===== src/rtl/imem_loader.sv =====
// Boot loader: receives a framed byte stream (length, big-endian words, checksum),
// writes it into instruction memory, and holds the core in reset until the image is verified.
module imem_loader #(
  parameter int DEPTH = 256
) (
  input  logic        clk,
  input  logic        reset,
  input  logic        start,
  input  logic [7:0]  in_data,
  input  logic        in_valid,
  output logic        in_ready,
  output logic        imem_we,
  output logic [15:0] imem_addr,
  output logic [15:0] imem_wdata,
  output logic        cpu_reset,
  output logic        done,
  output logic        error
);

  typedef enum logic [2:0] {
    S_LEN_HI,
    S_LEN_LO,
    S_DATA_HI,
    S_DATA_LO,
    S_CHK,
    S_DONE,
    S_ERR
  } state_t;

  state_t      state_q, state_d;
  logic [15:0] len_q, len_d;
  logic [7:0]  hi_q, hi_d;
  logic [15:0] index_q, index_d;
  logic [7:0]  sum_q, sum_d;
  logic        we_q, we_d;
  logic [15:0] addr_q, addr_d;
  logic [15:0] wdata_q, wdata_d;
  logic        done_q, done_d;
  logic        error_q, error_d;
  logic        cpu_rst_q, cpu_rst_d;

  logic        loading;
  logic        accept;
  logic [15:0] len_full;
  logic [7:0]  sum_add;

  assign loading  = (state_q != S_DONE) && (state_q != S_ERR);
  assign accept   = in_valid && loading;
  assign len_full = {len_q[15:8], in_data};
  assign sum_add  = sum_q + in_data;

  always_comb begin
    state_d   = state_q;
    len_d     = len_q;
    hi_d      = hi_q;
    index_d   = index_q;
    sum_d     = sum_q;
    we_d      = 1'b0;
    addr_d    = addr_q;
    wdata_d   = wdata_q;
    done_d    = done_q;
    error_d   = error_q;
    cpu_rst_d = cpu_rst_q;

    // Index advances at the end of the write cycle, so the next word's address
    // is already settled by the time its low byte can arrive.
    if (we_q) begin
      index_d = index_q + 16'd1;
    end

    case (state_q)
      S_LEN_HI: begin
        if (accept) begin
          len_d[15:8] = in_data;
          sum_d       = sum_add;
          state_d     = S_LEN_LO;
        end
      end

      S_LEN_LO: begin
        if (accept) begin
          len_d = len_full;
          sum_d = sum_add;
          if (32'(len_full) > DEPTH) begin
            state_d = S_ERR;
            error_d = 1'b1;
          end else if (len_full == 16'd0) begin
            state_d = S_CHK;
          end else begin
            state_d = S_DATA_HI;
          end
        end
      end

      S_DATA_HI: begin
        if (accept) begin
          hi_d    = in_data;
          sum_d   = sum_add;
          state_d = S_DATA_LO;
        end
      end

      S_DATA_LO: begin
        if (accept) begin
          sum_d   = sum_add;
          we_d    = 1'b1;
          addr_d  = {index_q[14:0], 1'b0};
          wdata_d = {hi_q, in_data};
          if (index_q == len_q - 16'd1) begin
            state_d = S_CHK;
          end else begin
            state_d = S_DATA_HI;
          end
        end
      end

      S_CHK: begin
        if (accept) begin
          if (in_data == sum_q) begin
            state_d   = S_DONE;
            done_d    = 1'b1;
            cpu_rst_d = 1'b0;
          end else begin
            state_d = S_ERR;
            error_d = 1'b1;
          end
        end
      end

      S_DONE, S_ERR: begin
        if (start) begin
          state_d   = S_LEN_HI;
          index_d   = 16'd0;
          sum_d     = 8'd0;
          done_d    = 1'b0;
          error_d   = 1'b0;
          cpu_rst_d = 1'b1;
        end
      end

      default: begin
        state_d = S_LEN_HI;
      end
    endcase
  end

  always_ff @(posedge clk or posedge reset) begin
    if (reset) begin
      state_q   <= S_LEN_HI;
      len_q     <= 16'd0;
      hi_q      <= 8'd0;
      index_q   <= 16'd0;
      sum_q     <= 8'd0;
      we_q      <= 1'b0;
      addr_q    <= 16'd0;
      wdata_q   <= 16'd0;
      done_q    <= 1'b0;
      error_q   <= 1'b0;
      cpu_rst_q <= 1'b1;
    end else begin
      state_q   <= state_d;
      len_q     <= len_d;
      hi_q      <= hi_d;
      index_q   <= index_d;
      sum_q     <= sum_d;
      we_q      <= we_d;
      addr_q    <= addr_d;
      wdata_q   <= wdata_d;
      done_q    <= done_d;
      error_q   <= error_d;
      cpu_rst_q <= cpu_rst_d;
    end
  end

  assign in_ready   = loading;
  assign imem_we    = we_q;
  assign imem_addr  = addr_q;
  assign imem_wdata = wdata_q;
  assign cpu_reset  = cpu_rst_q;
  assign done       = done_q;
  assign error      = error_q;

endmodule


===== config.mk =====
export PLATFORM = sky130hd
export DESIGN_NAME = imem_loader
export DESIGN_NICKNAME = d
export VERILOG_FILES = /design/src/rtl/imem_loader.sv
export SDC_FILE = /design/constraint.sdc
export NUM_CORES = 1
export LEC_CHECK = 0
export CAP_MARGIN = 20
export CORE_MARGIN = 2
export CORE_UTILIZATION = 58
export CTS_BUF_LIST = sky130_fd_sc_hd__clkbuf_4
export DETAILED_ROUTE_END_ITERATION = 8
export PLACE_DENSITY = 0.82
export SYNTH_ARGS = -nofsm -noshare
export SYNTH_HDL_FRONTEND = slang
export SYNTH_SLANG_ARGS = --single-unit

===== constraint.sdc =====
create_clock -name clk -period 3.2 [get_ports clk]
set_input_delay 0.64 -clock clk [delete_from_list [all_inputs] [get_ports clk]]
set_output_delay 0.64 -clock clk [all_outputs]
set_load 0.02 [all_outputs]

==> flow_metrics.tcl <==
set metrics [dict create \
    status "complete, no violations" \
    peakVddDrop_v 0.000594 \
    synth_cells 404 \
    clock_path_buffers 2 \
    placed_cells 543 \
    finalHoldViolCount 0 \
    final.min_clock_period_ns 2.63 \
    synth.cell_area_um2 4430 \
    hold_crit_path_type "reg2reg" \
    critPathArrivalTime_ns 1.99 \
    dr_total_vias 3236 \
    sequential_to_total_area_share_from_yosys_stat 0.487 \
    initialDrtViolationCount 155 \
    synthesis.nets 426 \
    cts.hold.buffers_added 0 \
    detail_route.drc_violations 0 \
    ioPinCount 49 \
    synth_edf_count 0 \
    cts-htree-levels 3 \
    io_buffer_count 47 \
    startpoint_type "flip-flop" \
    cts.repair.resized 0 \
    place.gp.congestion 0.972 \
    cell_taking_the_most_area_after_synthesis "dfrtp_1" \
    grt_first_pass_wirelength_mm 15.8 \
    synth_async_sr_flop_share 1.00 \
    setup.reg_to_reg.worst_slack_ns 0.82 \
    final.period_utilization 0.823 \
    cellPowerDensity_nw_per_um2 994 \
    worstMarginPinSlew_ns 0.677 \
    root_buffer "clkbuf_4" \
    gr-usage-all-layers 0.242 \
    crit_type "reg2out" \
    dpl_cell_area_um2 5050 \
    clkSlewWorstSetupHoldPaths_ns 0.14 \
    clock_skew_ns 0.0156 \
    firstDrtPassIters 4 \
    synth.lib_cells_used.distinct 59 \
    final.setup.tns_ns 0 \
    count_of_max_cap_constraint_violations 0 \
    drt-vias-per-instance 5.79 \
    grt_setup_unrepaired "no" \
    insertion_delay_ns 0.45 \
    numCtsBuffers 9 \
    grt_pass1_vias 3176 \
    antenna_violations_before_repair 0 \
    slew_headroom 0.548 \
    design.final.nets 477 \
    maxSlewViolCount 0 \
    chipWidth_um 91.4 \
    timing.final.setup_violations 0 \
    antenna_violating_nets_post_route 0 \
    cp-end-kind "output port" \
    instances_no_fill 559 \
    max_freq_mhz 380 \
    synth_top_area_share 0.481 \
    rows 31 \
    synthesis.yosys.warnings 0 \
    fp.dieArea_um2 8340 \
    p_leak_nw 2.25 \
    cp_data_required_time_ns 2.56 \
    area_growth_pct 17.9 \
    postSynthRegisterBits 86 \
    total_wirelength_mm 9.56 \
    post-dp-hpwl_mm 6.75 \
    gr-total-overflow 0 \
    filler_cell_count 541 \
    synth_top_cells_by_area "dfrtp_1 48%, mux2_2 14%, xor2_1 4.2%, xnor2_1 3.6%, nor2_1 3.0%" \
    die-height_um 91.4 \
    wire_per_inst_um 17.1 \
    coreArea_um2 7330 \
    synth-main-ff-cell "dfrtp_1" \
    grt_start_max_net_pins 39 \
    cts.repair_timing.setup_buffer_count 0 \
    initial_core_utilization 0.604 \
    cts_num_sinks 86 \
    post_route_cells_drive_above_1_share 0.202 \
    synth.avg_cell_area_um2 11.0 \
    cts_tree "yes" \
    worst-path-max-fanout 15 \
    insertedDiodeCount 0 \
    final_cell_area_um2 5220 \
]
-- kinds of logic after synthesis --
group | after synthesis | synth area share
DFF | 86 | 0.487
buffers and inverters | 30 | 0.0291
and+or+nand+nor | 124 | 0.144
AOI/OAI and AO/OA | 55 | 0.0840
muxes | 58 | 0.146
xor gates and xnor gates | 39 | 0.0772
adders and majority gates | 11 | 0.0322
other | 1 | 0.000847
-- worst paths after layout --
| kind | start | end | cells past startpoint |
|---|---|---|---|
| max | state_q[0] | in_ready | 3 |
| min | sum_q[7] | sum_q[7] | 1 |
| max reg2reg | len_q[8] | state_q[1] | 6 |
| min reg2reg | sum_q[7] | sum_q[7] | 1 |
| max in group asynchronous | reset | sum_q[3] | 3 |
| min in group asynchronous | reset | imem_wdata[9] | 2 |
-- where the power goes --
| part | total (W) | switching (W) | internal, W |
|---|---|---|---|
| clock | 0.000745 | 0.000418 | 0.000327 |
| sequential | 0.00213 | 0.000561 | 0.00157 |
| combinational | 0.00231 | 0.00110 | 0.00121 |
-- per-stage QoR --
stage / hold slack (ns) / utilization / power (W) / setup WS [ns]
floorplan: 0.460 / - / 0.00367 / 0.340
global placement: 0.475 / 0.689 / 0.00434 / 0.308
detailed placement: 0.493 / 0.689 / 0.00444 / 0.281
CTS: 0.516 / 0.712 / 0.00519 / 0.578
global route: 0.533 / 0.712 / 0.00553 / 0.491
finish: 0.513 / 0.712 / 0.00519 / 0.567
-- registers in the layout, indices dropped and copies added, names as in the netlist, 3 cells and up --
signal / count
len_q: 16
index_q: 16
sum_q: 8
imem_wdata: 16
state_q: 3
imem_addr: 15
hi_q: 8
-- routing by layer --
layer,share of wire,vias to the layer above,GRT usage
met4,0.013,0,0.0669
met1,0.44,1611,0.319
met5,0,-,0
li1,-,1538,-
met2,0.50,76,0.404
met3,0.051,11,0.0548
-- layout by cell type (no fill, tap or decap), drive strengths merged, types with 5 or more instances in the layout --
| cell type | Yosys | routed |
|---|---|---|
| dfrtp | 85 | 85 |
| mux2 | 54 | 54 |
| clkdlybuf4s50 | 0 | 47 |
| nor2 | 35 | 35 |
| nand2 | 33 | 33 |
| xor2 | 21 | 21 |
| xnor2 | 18 | 18 |
| o21ai | 15 | 15 |
| buf | 4 | 15 |
| inv | 8 | 10 |
| ha | 9 | 9 |
| clkbuf | 18 | 9 |
| nor4 | 9 | 9 |
| nand3 | 8 | 8 |
| nor3 | 8 | 8 |
| a21oi | 7 | 7 |
| o22ai | 6 | 6 |
| or4 | 5 | 5 |
| nand4 | 5 | 5 |
-- worst max-delay path, stage by stage, from the launching register on --
cell             delay [ns]
dfrtp_1                0.58
xor2_1                 0.23
nand2_1                0.12
clkdlybuf4s50_1        0.62
-- final cells by class --
class | count | area (µm²) | area share
inverter | 8 | 31.3 | 0.00599
tap | 99 | 124 | 0.0237
multi-input combinational | 288 | 2140 | 0.411
clock buffer | 9 | 67.6 | 0.0129
sequential | 86 | 2150 | 0.413
clock inverter | 7 | 104 | 0.0199
timing repair buffer | 62 | 596 | 0.114
-- Yosys cell counts, drive strengths merged, types with 2 or more instances --
cell and instances:
o31ai 2, xor2 21, or3 2, nand3 8, mux2 54, nor3 8
nand2b 4, a311oi 3, a21o 3, nor4 9, and3 3, clkbuf 18
xnor2 18, or4 5, a211oi 3, nor2b 4, nor2 35, and4 2
mux2i 4, a31oi 2, ha 9, o22ai 6, inv 8, a21oi 7
nand4 5, dfrtp 85, nand2 33, buf 4, o21ai 15, nor3b 2
(Power assumes the default switching activity.)
